--- config.mk ---
export PLATFORM = sky130hd
export DESIGN_NAME = fft_frame_streamer
export DESIGN_NICKNAME = d
export VERILOG_FILES = /design/src/rtl/fft_frame_streamer.sv
export SDC_FILE = /design/constraint.sdc
export NUM_CORES = 1
export LEC_CHECK = 0
export CORE_MARGIN = 4
export CORE_UTILIZATION = 57
export DETAILED_ROUTE_END_ITERATION = 16
export PLACE_DENSITY = 0.86
export SLEW_MARGIN = 20
export SYNTH_ARGS = -nofsm -noshare
export SYNTH_HDL_FRONTEND = slang
export SYNTH_SLANG_ARGS = --single-unit
--- constraint.sdc ---
create_clock -name clk -period 7.2 [get_ports clk]
set_clock_uncertainty 0.05 [all_clocks]
set_input_delay 1.44 -clock clk [delete_from_list [all_inputs] [get_ports clk]]
set_output_delay 1.44 -clock clk [all_outputs]
set_load 0.02 [all_outputs]
--- src/rtl/fft_frame_streamer.sv ---
// Streams one frame of real ROM samples into an FFT core as {imag=0, real} words,
// sending a single config word first and marking the end of every row with m_tlast.
module fft_frame_streamer #(
  parameter int          N_PTS    = 128,
  parameter int          N_ROWS   = 128,
  parameter int          DATA_W   = 16,
  parameter int          ADDR_W   = 14,
  parameter logic [15:0] CFG_WORD = 16'h1
) (
  input  logic                clk,
  input  logic                rst,
  input  logic                start,
  output logic                busy,
  output logic                done,
  output logic [ADDR_W-1:0]   rom_addr,
  input  logic [DATA_W-1:0]   rom_dout,
  output logic [15:0]         cfg_tdata,
  output logic                cfg_tvalid,
  input  logic                cfg_tready,
  output logic [2*DATA_W-1:0] m_tdata,
  output logic                m_tvalid,
  input  logic                m_tready,
  output logic                m_tlast,
  input  logic                ev_tlast_missing,
  input  logic                ev_tlast_unexpected,
  output logic                frame_err
);

  localparam int                TOTAL    = N_PTS * N_ROWS;
  localparam int                CNT_W    = ADDR_W + 1;
  localparam logic [CNT_W-1:0]  LAST_IDX = CNT_W'(TOTAL - 1);
  localparam int                COL_W    = (N_PTS > 1) ? $clog2(N_PTS) : 1;
  localparam logic [COL_W-1:0]  COL_LAST = COL_W'(N_PTS - 1);

  typedef enum logic [2:0] {
    S_IDLE,
    S_CONFIG,
    S_STREAM,
    S_DRAIN,
    S_DONE
  } state_t;

  state_t state_q, state_d;

  logic [ADDR_W-1:0] addr_q, addr_d;
  logic [CNT_W-1:0]  rd_cnt_q, rd_cnt_d;
  logic [CNT_W-1:0]  out_cnt_q, out_cnt_d;
  logic [COL_W-1:0]  col_q, col_d;
  logic              inflight_q, inflight_d;
  logic [DATA_W-1:0] fifo_q [2];
  logic [DATA_W-1:0] fifo_d [2];
  logic              wr_ptr_q, wr_ptr_d;
  logic              rd_ptr_q, rd_ptr_d;
  logic [1:0]        fifo_cnt_q, fifo_cnt_d;
  logic              err_q, err_d;

  logic       start_ok;
  logic       pop;
  logic       rd_en;
  logic       last_rd;
  logic       last_pop;
  logic [2:0] credit;

  // A slot freed by this cycle's pop may be re-issued at once; this keeps
  // one read per cycle flowing while occupancy plus in-flight never exceeds 2.
  assign start_ok = (state_q == S_IDLE) && start;
  assign pop      = (fifo_cnt_q != 2'd0) && m_tready;
  assign credit   = {1'b0, fifo_cnt_q} + {2'b00, inflight_q};
  assign rd_en    = (state_q == S_STREAM) &&
                    ((credit < 3'd2) || ((credit == 3'd2) && pop));
  assign last_rd  = rd_en && (rd_cnt_q == LAST_IDX);
  assign last_pop = pop && (out_cnt_q == LAST_IDX);

  // State register
  always_ff @(posedge clk or posedge rst) begin
    if (rst) begin
      state_q <= S_IDLE;
    end else begin
      state_q <= state_d;
    end
  end

  // Next-state logic
  always_comb begin
    // NOTE: every signal assigned in a combinational block gets a default
    // first, otherwise a missed branch silently infers a latch.
    state_d = state_q;
    unique case (state_q)
      S_IDLE:   if (start)      state_d = S_CONFIG;
      S_CONFIG: if (cfg_tready) state_d = S_STREAM;
      S_STREAM: if (last_rd)    state_d = S_DRAIN;
      S_DRAIN:  if (last_pop)   state_d = S_DONE;
      S_DONE:                   state_d = S_IDLE;
      default:                  state_d = S_IDLE;
    endcase
  end

  // FSM outputs
  always_comb begin
    busy       = 1'b0;
    done       = 1'b0;
    cfg_tvalid = 1'b0;
    unique case (state_q)
      S_CONFIG: begin
        busy       = 1'b1;
        cfg_tvalid = 1'b1;
      end
      S_STREAM: busy = 1'b1;
      S_DRAIN:  busy = 1'b1;
      S_DONE:   done = 1'b1;
      default:  ;
    endcase
  end

  // Datapath next-state: read issue, skid FIFO, output indexing, error flag
  always_comb begin
    addr_d     = addr_q;
    rd_cnt_d   = rd_cnt_q;
    out_cnt_d  = out_cnt_q;
    col_d      = col_q;
    fifo_d     = fifo_q;
    wr_ptr_d   = wr_ptr_q;
    rd_ptr_d   = rd_ptr_q;
    fifo_cnt_d = fifo_cnt_q;
    err_d      = err_q;
    inflight_d = rd_en;

    if (start_ok) begin
      addr_d    = '0;
      rd_cnt_d  = '0;
      out_cnt_d = '0;
      col_d     = '0;
      err_d     = 1'b0;
    end

    // rom_addr parks on the final address rather than wrapping past it
    if (rd_en) begin
      rd_cnt_d = rd_cnt_q + 1'b1;
      if (!last_rd) addr_d = addr_q + 1'b1;
    end

    if (inflight_q) begin
      fifo_d[wr_ptr_q] = rom_dout;
      wr_ptr_d         = ~wr_ptr_q;
    end

    if (pop) begin
      rd_ptr_d  = ~rd_ptr_q;
      out_cnt_d = out_cnt_q + 1'b1;
      col_d     = (col_q == COL_LAST) ? '0 : col_q + 1'b1;
    end

    unique case ({inflight_q, pop})
      2'b10:   fifo_cnt_d = fifo_cnt_q + 2'd1;
      2'b01:   fifo_cnt_d = fifo_cnt_q - 2'd1;
      default: fifo_cnt_d = fifo_cnt_q;
    endcase

    if (busy && (ev_tlast_missing || ev_tlast_unexpected)) err_d = 1'b1;
  end

  // Datapath registers
  always_ff @(posedge clk or posedge rst) begin
    if (rst) begin
      addr_q     <= '0;
      rd_cnt_q   <= '0;
      out_cnt_q  <= '0;
      col_q      <= '0;
      inflight_q <= 1'b0;
      // NOTE: the FIFO storage is reset too because its head drives m_tdata,
      // which must read 0 out of reset; larger memories are normally left unreset.
      fifo_q[0]  <= '0;
      fifo_q[1]  <= '0;
      wr_ptr_q   <= 1'b0;
      rd_ptr_q   <= 1'b0;
      fifo_cnt_q <= '0;
      err_q      <= 1'b0;
    end else begin
      // NOTE: sequential state uses non-blocking assignments so every flop
      // samples the pre-edge values regardless of statement order.
      addr_q     <= addr_d;
      rd_cnt_q   <= rd_cnt_d;
      out_cnt_q  <= out_cnt_d;
      col_q      <= col_d;
      inflight_q <= inflight_d;
      fifo_q     <= fifo_d;
      wr_ptr_q   <= wr_ptr_d;
      rd_ptr_q   <= rd_ptr_d;
      fifo_cnt_q <= fifo_cnt_d;
      err_q      <= err_d;
    end
  end

  assign rom_addr  = addr_q;
  assign cfg_tdata = CFG_WORD;
  assign m_tvalid  = (fifo_cnt_q != 2'd0);
  assign m_tdata   = {{DATA_W{1'b0}}, fifo_q[rd_ptr_q]};
  assign m_tlast   = m_tvalid && (col_q == COL_LAST);
  assign frame_err = err_q;

endmodule

# Yosys cells after proc, flatten, opt, wreduce, memory -nomap -nowiden
# Cells that the tools add are included.
# word_totals
regBits,92
latch_bits,0
ram_bits,0
mem_bits_ro,0
input_bits,23
output_inout_bits,68
elab_cells,86
mem_count,0
# classes
add_sub_neg,7
mul,0
div,0
magnitude_cmp,4
n_eq_ne,14
shift,0
mux,26
bitwise,4
reduce_logical,19
# ops
op,count
$mux 16,4
$mux 15,3
$mux 14,3
$bwmux 32,1
$add 15x1->15 const B,2
$eq 15x14->1 const B,2
$mux 7,3
$demux 16 s1,1
$add 14x1->14 const B,1
$mux 3,4
$pmux 3 s4,1
$reduce_bool 2->1,5
$eq 3x2->1 const B,3
$logic_and 1x1->1,9
$ne 2x2->1 const B,4
$add 7x1->7 const B,1
$eq 7x7->1 const B,1
$mux 1,5
$ge 2x2->1 const B,2
$not 1->2,2
$pmux 2 s2,1
$reduce_and 4->1,1
$add 2x1->3,1
$eq 3x1->1 const B,1
11 further kinds,13

# Logic depth before layout (Yosys ltp)
# logic_depth
word_depth,8
ltp_mapped,7
mapped_depth_nobuf,6

# Worst setup path before layout
# Ideal clock, no wire load.
# synth_timing
path_type,flip-flop to output port
from,register rd_ptr_q
to,output port m_tdata[10]
t_arrival_ps,1378
required_time_ps,5710
setup_slack_ps,4332
stages_incl_launch_ff,4
n_path_buf,2
path_cell_list,dfrtp_1 -> clkbuf_1 -> clkbuf_1 -> mux2_2
# synth_between
elab_chain_cells,4
# synth_rtl
element,line_no,text
start: declaration,53,"logic rd_ptr_q, rd_ptr_d;"
start signal: assignment,188,rd_ptr_q <= rd_ptr_d;
$not 1->2 (not written as such),197,"assign m_tdata = {{DATA_W{1'b0}}, fifo_q[rd_ptr_q]};"
$mux 16 (not written as such) (3 in a row),197,
end: declaration,20,"output logic [2*DATA_W-1:0] m_tdata,"
# Every way passes these cells. The select of a mux whose other input is x is not followed.

# Final worst setup path
# layout_timing
from,input port m_tready
to,register rd_cnt_q[11]
# layout_between
elab_chain_cells,5
elab_cells_between_ends,6
# layout_rtl
element,line_no,text
start: declaration,22,"input logic m_tready,"
$logic_and 1x1->1 (*),67,assign pop = (fifo_cnt_q != 2'd0) && m_tready;
net pop,58,logic pop;
$logic_and 1x1->1 (*),70,((credit < 3'd2) || ((credit == 3'd2) && pop));
$logic_or 1x1->1 (*),70,
$logic_and 1x1->1 (*),69,assign rd_en = (state_q == S_STREAM) &&
$mux 15 / $reduce_bool 2->1 (equally long branches),--,
end signal: assignment,182,rd_cnt_q <= rd_cnt_d;
end: declaration,46,"logic [CNT_W-1:0] rd_cnt_q, rd_cnt_d;"
# Mark *: on every way through the listed nets, which the timed path passes. The rest lies on a longest branch.
# A chain may end at the register's enable or synchronous reset.

==> results.cfg <==
[synth]
synthAdderAreaFrac_pct = 2.075
ys.flop_type = dfrtp_1
yosys_warnings = 0
syn-cell-area_sq_um = 4825
synth-seq-cells = 92
synth_simple_gate_area_share_pct = 17.51
avgSynthCellArea_sq_um = 10.35
synth_xor_area_share_pct = 1.452
seq_area_frac_synth_pct = 47.72
synth_compound_area_share_pct = 6.587
yosys.area.top_type = dfrtp_1
netlist.area_leader.share_pct = 47.72
synthArstFlopShare_pct = 100.0
ys_top_cells_by_area = dfrtp_1 48%, mux2_2 11%, mux2i_1 5.6%
netlist_instances = 466
synth-edff-count = 0
synth_top_family_by_area = simple AND/OR/NAND/NOR gates
muxShareOfSynthArea_pct = 16.80
ys_types = 46

[pwr]
power_density_nw_per_um2 = 367.6
power.internal_mw = 1.247
swShare_pct = 38.69
p_leak_nw = 2.416
p_total_mw = 2.033
vdd_drop_max_mv = 0.2383
pwr-share-clk_pct = 15.8
power_frac_comb_pct = 43.1
seqPwrFrac_pct = 41.1
switching_power_mw = 0.7867

[floorplanning]
core_sq_um = 8217
ioPinCount = 91
rows = 33
die_h_um = 100
start_util_pct = 58.72
die_w_um = 100
dieArea_sq_um = 10000

[placed_design]
place_congestion = 0.8613
dp_cells = 609
dp_hpwl_mm = 6.555
numPortBuffers = 58

[hold_path]
min-delay-start = rom_addr[13]
worstHoldPathType = flop to flop

[setup_path]
rr_startpoint = fifo_cnt_q[0]
crit_start = m_tready
worstPathArrival_ns = 4.09
cp_max_fo = 15
end_kind = flop
cp-start-kind = input port
crit_type = input port to flop
required_ns = 7.42

[cts]
cts_buffers = 9
cts_tree = yes
postCtsSetupBuffers = 0
cts.sinks = 92
cts_max_level = 3
cts.path.max_buffers = 2
clockRootBuffer = clkbuf_8
clk_pin_slew_ns = 0.08
clk_latency_ns = 0.36
cts_resized = 0
postCtsHoldBufs = 0

[final_layout]
fin_cells = 625
drive_above_1_share_pct = 13.85
diodes = 0
nFillCells = 602
layout.nets = 546
synthToLayoutAreaGrowth_pct = 14.65

[global_routing]
grt_antenna_before_repair = 0
grt_usage_pct = 19.22
grt_start_max_net_pins = 93
grt_overflow = 0
grt_pass1_wl_mm = 15.78
grt_pass1_vias = 3449

[timing]
drv_slew = 0
finalSetupViolCount = 0
rsz0062_at_grt = no
slew_headroom_pct = 28.11
finalHoldViolations = 0
fin_tns_setup_ns = 0
tightestPinTransition_ns = 1.073
fmax_mhz = 258.0
finalCriticalPeriod_ns = 3.876
period_share_pct = 53.83

[route]
postRouteAntennaNets = 0
wl_per_cell_um = 14.97
via_count = 3515
wirelength_mm = 9.356
via_per_inst = 5.624
drc = 0
drtIter0Drc = 123
firstDrtPassIters = 4

[run]
maxCapViolations = 0

[outcome]
status = complete, no violations
==> cells by family after synthesis <==
kind of cell             count (synthesis)
AO/OA/AOI/OAI                           48
buffers and inverters                   65
XOR/XNOR                                 8
multiplexers                            75
adder cells (fa/ha/maj)                  8
flip-flops                              92
AND/OR/NAND/NOR                        168
other                                    2
==> metrics by stage <==
step / setup WS [ns] / cell area (sq um) / utilization [%] / hold WS [ns]
after detailed placement: 3.031 / 5343 / 65.02 / 0.4131
after global placement: 3.108 / 5343 / 65.02 / 0.4038
after CTS: 3.400 / 5528 / 67.28 / 0.4328
after global routing: 3.008 / 5532 / 67.32 / 0.4491
final: 3.324 / 5532 / 67.32 / 0.4292
after floorplan: 3.318 / 4937 / - / 0.3984
==> cells in the mapped netlist (2+ instances only) <==
library cell,number
o21ai_0,12
nor2_1,18
or4_1,4
a31oi_1,5
nand4_1,23
a21o_1,2
ha_1,8
o21ai_1,9
conb_1,2
o21bai_1,2
nand2b_1,2
buf_4,32
and2_1,5
or3_1,3
inv_1,12
dfrtp_1,92
and3_1,6
xor2_1,3
xnor2_1,5
a22o_1,3
nor4_1,9
or2_2,2
clkbuf_1,13
o31ai_1,2
o211ai_1,4
nand2_1,57
nor3_1,7
nand3_1,25
mux2_2,48
nand3b_1,2
and4_1,3
buf_2,6
mux2i_1,27
==> power groups by stage <==
stage               Clock, mW  Sequential [mW]  Combinational, mW
finish                  0.321            0.836              0.876
global route            0.353            0.861              0.958
CTS                     0.331            0.834              0.884
detailed placement          0            0.841              0.883
global placement            0            0.826              0.854
floorplan                   0            0.796              0.642
==> worst paths after layout <==
path	endpoint	cells past startpoint	slack, ns
setup / recovery	rd_cnt_q[11]	6	3.32
hold / removal	rom_addr[13]	1	0.43
setup reg to reg	rd_cnt_q[11]	5	4.11
hold reg to reg	rom_addr[13]	1	0.43
max in group asynchronous	col_q[1]	3	4.97
min in group asynchronous	fifo_q[10]	3	1.57
==> worst max-delay path, cell delays in order <==
cell             delay (ns)
clkdlybuf4s50_1        0.44
o21ai_1                0.54
inv_2                  0.20
a31oi_1                0.92
o21ai_1                0.29
a31oi_1                0.27
==> metal layers <==
layer / track usage, % / vias up / part of all wire [%]
met3: 3.405 / 17 / 5.3
met5: 0 / - / 0
met2: 31.81 / 111 / 50
li1: - / 1705 / -
met1: 25.08 / 1682 / 43
met4: 7.979 / 0 / 1.7
==> registers in the layout (all words and copies together) (netlist names), 2 cells and up <==
name and flops:
out_cnt_q 15, state_q 3, fifo_cnt_q 2, rd_cnt_q 15, fifo_q 32, col_q 7, rom_addr 14
==> cell usage in the layout, fill, tap and decap left out, types with 5 or more instances in the layout <==
cell	netlist	layout
ha_1	8	8
nand4_1	23	23
dfrtp_1	92	92
and3_1	6	6
clkbuf_8	0	10
clkdlybuf4s50_1	0	58
o21ai_1	9	9
o21ai_0	12	12
nor3_1	7	7
mux2i_1	27	27
inv_1	12	11
nand3_1	25	25
conb_1	2	32
nand2_1	57	57
a31oi_1	5	5
xnor2_1	5	5
mux2_2	48	48
and2_1	5	5
nor2_1	18	18
nor4_1	9	9
==> layout make-up <==
cell class,instances,area [sq um],share of cell area (%)
Clock buffer,10,137.6,2.488
Clock inverter,6,47.55,0.8595
Inverter,13,50.05,0.9048
Multi-Input combinational cell,339,2263,40.92
Sequential cell,92,2302,41.62
Tap cell,105,131.4,2.375
Timing Repair Buffer,60,599.3,10.83
No activity file was read; power rests on OpenSTA's default activity.
